$ cat src/rtl/fir_out_decim.sv
// Integrate-and-dump decimator (factor 2^DEC_LOG2) feeding a small valid/ready output FIFO.
// Build option: define FIR_OUT_DECIM_ROUND_EN for round-half-up averaging, otherwise truncate.
module fir_out_decim #(
   parameter int DW         = 16,
   parameter int DEC_LOG2   = 2,
   parameter int FIFO_DEPTH = 4
) (
   input  logic                          clk,
   input  logic                          rst,
   input  logic                          in_valid,
   input  logic [DW-1:0]                 din,
   input  logic                          clr,
   output logic                          out_valid,
   input  logic                          out_ready,
   output logic [DW-1:0]                 dout,
   output logic [$clog2(FIFO_DEPTH):0]   fifo_level,
   output logic                          ovf
);
   localparam int AW = DW + DEC_LOG2;
   localparam int PW = $clog2(FIFO_DEPTH);
   localparam int LW = PW + 1;
`ifdef FIR_OUT_DECIM_ROUND_EN
   localparam logic [AW-1:0] RND = AW'(1 << (DEC_LOG2 - 1));
`else
   localparam logic [AW-1:0] RND = '0;
`endif

   logic [AW-1:0]       acc_q, acc_d;
   logic [DEC_LOG2-1:0] cnt_q, cnt_d;
   logic [PW-1:0]       wr_q, wr_d, rd_q, rd_d;
   logic [LW-1:0]       lvl_q, lvl_d;
   logic                ovf_q, ovf_d;
   logic [DW-1:0]       mem [FIFO_DEPTH];

   logic [AW-1:0] acc_nx, sum;
   logic          blk_done, full, pop, push, wr_en;

   // A full block of DEC samples cannot exceed AW bits even with the rounding term added.
   always_comb begin
      acc_nx   = acc_q + AW'(din);
      sum      = acc_nx + RND;
      blk_done = in_valid && (cnt_q == '1);
      full     = (lvl_q == LW'(FIFO_DEPTH));
      pop      = (lvl_q != '0) && out_ready;
      push     = blk_done && (!full || pop);
      wr_en    = push && !clr;

      acc_d = acc_q;
      cnt_d = cnt_q;
      wr_d  = wr_q;
      rd_d  = rd_q;
      lvl_d = lvl_q;
      ovf_d = ovf_q;

      if (clr) begin
         acc_d = '0;
         cnt_d = '0;
         wr_d  = '0;
         rd_d  = '0;
         lvl_d = '0;
         ovf_d = 1'b0;
      end else begin
         if (in_valid) begin
            acc_d = blk_done ? '0 : acc_nx;
            cnt_d = cnt_q + 1'b1;
         end
         if (push) wr_d = wr_q + 1'b1;
         if (pop)  rd_d = rd_q + 1'b1;
         if (push && !pop)      lvl_d = lvl_q + LW'(1);
         else if (pop && !push) lvl_d = lvl_q - LW'(1);
         if (blk_done && full && !pop) ovf_d = 1'b1;
      end
   end

   always_ff @(posedge clk or negedge rst) begin
      if (!rst) begin
         acc_q <= '0;
         cnt_q <= '0;
         wr_q  <= '0;
         rd_q  <= '0;
         lvl_q <= '0;
         ovf_q <= 1'b0;
      end else begin
         acc_q <= acc_d;
         cnt_q <= cnt_d;
         wr_q  <= wr_d;
         rd_q  <= rd_d;
         lvl_q <= lvl_d;
         ovf_q <= ovf_d;
      end
   end

   // When full with a simultaneous pop, wr_q equals rd_q: the head leaves as the new tail lands.
   always_ff @(posedge clk) begin
      if (wr_en) mem[wr_q] <= DW'(sum >> DEC_LOG2);
   end

   assign out_valid  = (lvl_q != '0);
   assign dout       = out_valid ? mem[rd_q] : '0;
   assign fifo_level = lvl_q;
   assign ovf        = ovf_q;
endmodule

$ cat config.mk
export PLATFORM = sky130hd
export DESIGN_NAME = fir_out_decim
export DESIGN_NICKNAME = d
export VERILOG_FILES = /design/src/rtl/fir_out_decim.sv
export SDC_FILE = /design/constraint.sdc
export NUM_CORES = 1
export LEC_CHECK = 0
export CORE_MARGIN = 3
export CORE_UTILIZATION = 40
export DETAILED_ROUTE_END_ITERATION = 6
export MAX_ROUTING_LAYER = met4
export PLACE_DENSITY = 0.58
export SYNTH_ARGS = -nofsm -noshare
export SYNTH_HDL_FRONTEND = slang
export SYNTH_SLANG_ARGS = --single-unit
$ cat constraint.sdc
create_clock -name clk -period 2.5 [get_ports clk]
set_clock_uncertainty 0.15 [all_clocks]
set_input_delay 0.25 -clock clk [delete_from_list [all_inputs] [get_ports clk]]
set_output_delay 0.25 -clock clk [all_outputs]
set_load 0.05 [all_outputs]
# == Word level (Yosys, flattened, before mapping) ==
# Memory sizes are Yosys's and may differ from the RTL's.
# Cells that the tools add are included.
# classes
add_sub_neg,6
n_eq_ne,2
muxes,17
n_reduce_logical,19
# op_table
cell,n
$mux 18,3
$add 18x16->18,1
$mux 16,1
$mux 2,6
$mux 3,3
$logic_and 1x1->1,8
$reduce_bool 2->1,4
$add 2x1->2 const B,3
$reduce_bool 3->1,2
$logic_not 1->1,4
$mux 1,4
$add 3x1->3 const B,1
$eq 3x3->1 const B,1
$sub 3x1->3 const B,1
$eq 2x2->1 const B,1
$logic_or 1x1->1,1
# word_totals
register_bits,28
mem_bits_rw,64
inputBits,21
mem_count,1
# memory_table
name,depth,word_bits,rd,rd_clocked_by_memory_dff,write_ports,line,text
mem,4,16,1,0,1,33,logic [DW-1:0] mem [FIFO_DEPTH];

# == Longest topological paths before layout ==
# depth
word_depth,9
ltp_mapped,9

# == Least setup slack after synthesis ==
# Ideal clock, no wire load.
# synth_timing
path_type,reg2out
start,"register lvl_q[1], in the netlist fifo_level[1]"
end,output port dout[10]
t_arrival_ns,2.231
t_required_ns,2.100
path_slack_ns,-0.131
path_stages_with_launch,5
n_path_buf,2
path_cell_list,dfrtp_1 or3_1 clkbuf_1 clkbuf_1 and2_1
# synth_between
elab_chain_len,2
# synth_rtl
item,line,text
"start, declared",31,"logic [LW-1:0] lvl_q, lvl_d;"
"start signal, assigned",88,lvl_q <= lvl_d;
$reduce_bool 3->1,98,assign out_valid = (lvl_q != '0);
named net out_valid,13,"output logic out_valid,"
$mux 16,99,assign dout = out_valid ? mem[rd_q] : '0;
"end, declared",15,"output logic [DW-1:0] dout,"
# The timed path passes the listed nets, and every way through them passes these cells.

# == Final worst setup path ==
# layout_timing
start,register acc_q[0]
end,register acc_q[14]
# layout_between
elab_chain_len,4
# layout_rtl
item,line,text
"start, declared",28,"logic [AW-1:0] acc_q, acc_d;"
"start signal, assigned",77,acc_q <= '0;
"start signal, assigned",84,acc_q <= acc_d;
$add 18x16->18,40,acc_nx = acc_q + AW'(din);
named net acc_nx[14],35,"logic [AW-1:0] acc_nx, sum;"
$mux 18,64,acc_d = blk_done ? '0 : acc_nx;
$mux 18,63,if (in_valid) begin
$mux 18,55,if (clr) begin
# The timed path passes the listed nets, and every way through them passes these cells. The select of a mux whose other input is x is not followed.
# A chain may end at the register's enable or synchronous reset.

==> flow_summary.ini <==
[status]
status = finished clean

[cells_and_area]
antenna_cells = 0
final_area_um2 = 5490
final_common_cell = edfxtp_1
area_growth_pct = 24.6
drive_gt1_share_pct = 28.2
final_cell_mix = edfxtp_1 (64), buf_4 (48), dfrtp_1 (25), clkdlybuf4s50_1 (25)
nets = 423

[global_routing]
track_usage_pct = 15.5
antenna_found_initial = 0
grt_util_met3_pct = 2.13
grt_use_met1_pct = 20.8
grt_overflow = 0
grt_pass1_vias = 2738
grt.busiest_layer = met2
grt_pass1_wl_um = 14500
grt_use_met2_pct = 23.9
grt_max_degree = 29

[synthesis]
syn_inst = 302
synth-xor-area-share_pct = 4.17
synth-compound-area-share_pct = 9.96
synth_fa_ha_area_share_pct = 6.87
synth_cell_type_count = 49
synth_seq_cells = 92
synth_nets = 346
synth_area_um2 = 4410
synth_top_family_by_area = compound AO/OA/AOI/OAI gates
synth-simple-area-share_pct = 8.88
ys_warn_count = 0
synth.avg_cell_area_um2 = 14.6
synthMuxAreaShare_pct = 8.63
yosysSeqAreaShare_pct = 59.5

[critical_path]
critPathMaxStageDelay_ns = 0.39
required_ns = 2.60
cpMostUsedCell = o21bai_2
path_cells = ha_2 -> fa_2 -> a211oi_2 -> o21bai_2 -> and4_4 -> nor3_4 -> o21bai_2 -> xor2_2 -> a22o_1
cpLargestDelayFamily = compound AO/OA/AOI/OAI gates
cp_max_fo = 5
cp-start-kind = flip-flop
crit_path_top_delay_cell = dfrtp_1
crit_type = reg -> reg
cp_num_buf_inv = 0
end_kind = flip-flop
arrival_ns = 2.54

[clocking]
cts_buffers = 9
clk_latency_ns = 0.36
cts_tree = built
clock_path_buffers = 2
clk_pin_slew_ns = 0.09
cts_root_buffer = clkbuf_8
cts.sinks = 92
htreeDepth = 3
cts-hold-fix-buffers = 0

[die]
core_area_um2 = 10500
die_w_um = 111
fp.dieH_um = 111
dieArea_um2 = 12300
num_io_pins = 42
start_util_pct = 42.0
rows = 37

[min_path]
hold_class = in -> async

[power]
powerDensity_nw_per_um2 = 966
peakVddDrop_v = 0.000845
p_leak_nw = 2.17

[sta]
hold_viol = 0
period_needed_ns = 2.44
fmax_mhz = 410
post-route-period-util_pct = 97.6
fin_tns_setup_ns = 0
maxSlewHeadroom_pct = 42.0
setup_viol = 0
rsz0062_at_grt = yes
worst_slew_pin_slew_ns = 0.870
fin_ws_ns = 0.0601
final_max_slew_viol_count = 0

[drt]
wl_per_cell_um = 17.2
drc = 0
drt_iter0_drc = 90
viasPerCell = 5.16
dr.pass1.iters = 6
drtAntennaViolNets = 0
drt_wl_total_um = 8920
num_vias = 2676

[placed_design]
placed_area_um2 = 5220
io_buffers = 41
finalWeightedCongestion = 0.769
detailed_place_hpwl_um = 6220
post-place-ws_ns = -0.492

[run]
maxCapViolCount = 0
## registers in the layout, summed over array words and instances (netlist names)
name / flops
mem: 64
acc_q: 18
fifo_level: 3
cnt_q: 2
rd_q: 2
wr_q: 2
ovf: 1
## what timing repair did
item,CTS,global route
gates resized for setup,2,7
buffers inserted,0,1
cloned,0,0
setup endpoints to repair,12,29
pin swaps,2,10
## logic make-up after synthesis
kind of cell | after synthesis
buffers and inverters | 17
adder cells (fa/ha/maj) | 23
multiplexers | 18
AND/OR/NAND/NOR | 71
AO/OA/AOI/OAI | 60
flip-flops | 92
XOR/XNOR | 21
## routing by layer
metal	wire length [um]	vias to the layer above
li1	-	1303
met1	4360	1319
met2	4120	43
met3	273	11
met4	168	0
met5	0	-
## path summary, 6_finish.rpt
| check | startpoint | to | slack [ns] | cells past startpoint |
|---|---|---|---|---|
| min in group clk | acc_q[6] | acc_q[6] | 0.36 | 1 |
| max in group asynchronous | rst | fifo_level[1] | 1.75 | 2 |
| worst max-delay path | acc_q[0] | acc_q[14] | 0.06 | 9 |
| worst max register to register | acc_q[0] | acc_q[14] | 0.06 | 9 |
| worst min register to register | acc_q[6] | acc_q[6] | 0.36 | 1 |
| worst min-delay path | rst | acc_q[6] | 0.13 | 2 |
## cell usage after synthesis (all sizes together)
cell type	count	share of area (%)
edfxtp	64	44
dfrtp	28	16
ha	21	6.0
and2	20	2.8
a21oi	17	2.0
nand2	17	1.4
a22o	16	3.2
mux4	16	8.2
nor2	14	1.2
xnor2	14	2.8
clkbuf	8	1.2
a21o	7	1.2
xor2	7	1.4
inv	5	0.43
nand3	5	0.57
o21ai	5	0.57
a211oi	4	0.91
buf	4	0.43
a31oi	3	0.43
and3	3	0.48
fa	2	0.91
mux2i	2	0.45
o21bai	2	0.51
or3	2	0.28
a311oi	1	0.20
and4	1	0.26
nand2b	1	0.14
nand3b	1	0.17
nand4	1	0.14
nor2b	1	0.14
nor3	1	0.37
nor3b	1	0.17
nor4	1	0.14
nor4b	1	0.34
o2111ai	1	0.20
o211ai	1	0.17
o21ba	1	0.23
o22ai	1	0.14
o31a	1	0.20
or2	1	0.14
## area by class of cell
class	instances	area [um^2]
inverter	5	18.8
clock buffer	9	124
multi-input combinational	193	1760
timing repair buffer	78	711
tap	136	170
fill	903	5020
sequential	92	2630
clock inverter	6	87.6
## power by group
| group | internal [W] | switching [W] |
|---|---|---|
| clock | 0.000558 | 0.000528 |
| combinational | 0.000919 | 0.00141 |
| sequential | 0.00182 | 0.0000710 |
| total | 0.00330 | 0.00201 |
## metrics by stage
| step | hold WS [ns] | total power (W) | utilization (%) | instances |
|---|---|---|---|---|
| 2_1_floorplan | -0.196 | 0.00346 | - | 302 |
| 3_3_place_gp | 0.328 | 0.00421 | 49.7 | 503 |
| 3_5_place_dp | 0.335 | 0.00424 | 49.7 | 503 |
| 4_1_cts | 0.139 | 0.00532 | 51.8 | 518 |
| 5_1_grt | 0.187 | 0.00556 | 52.3 | 519 |
| 6_report | 0.135 | 0.00531 | 52.3 | 519 |
(Power assumes the default switching activity.)
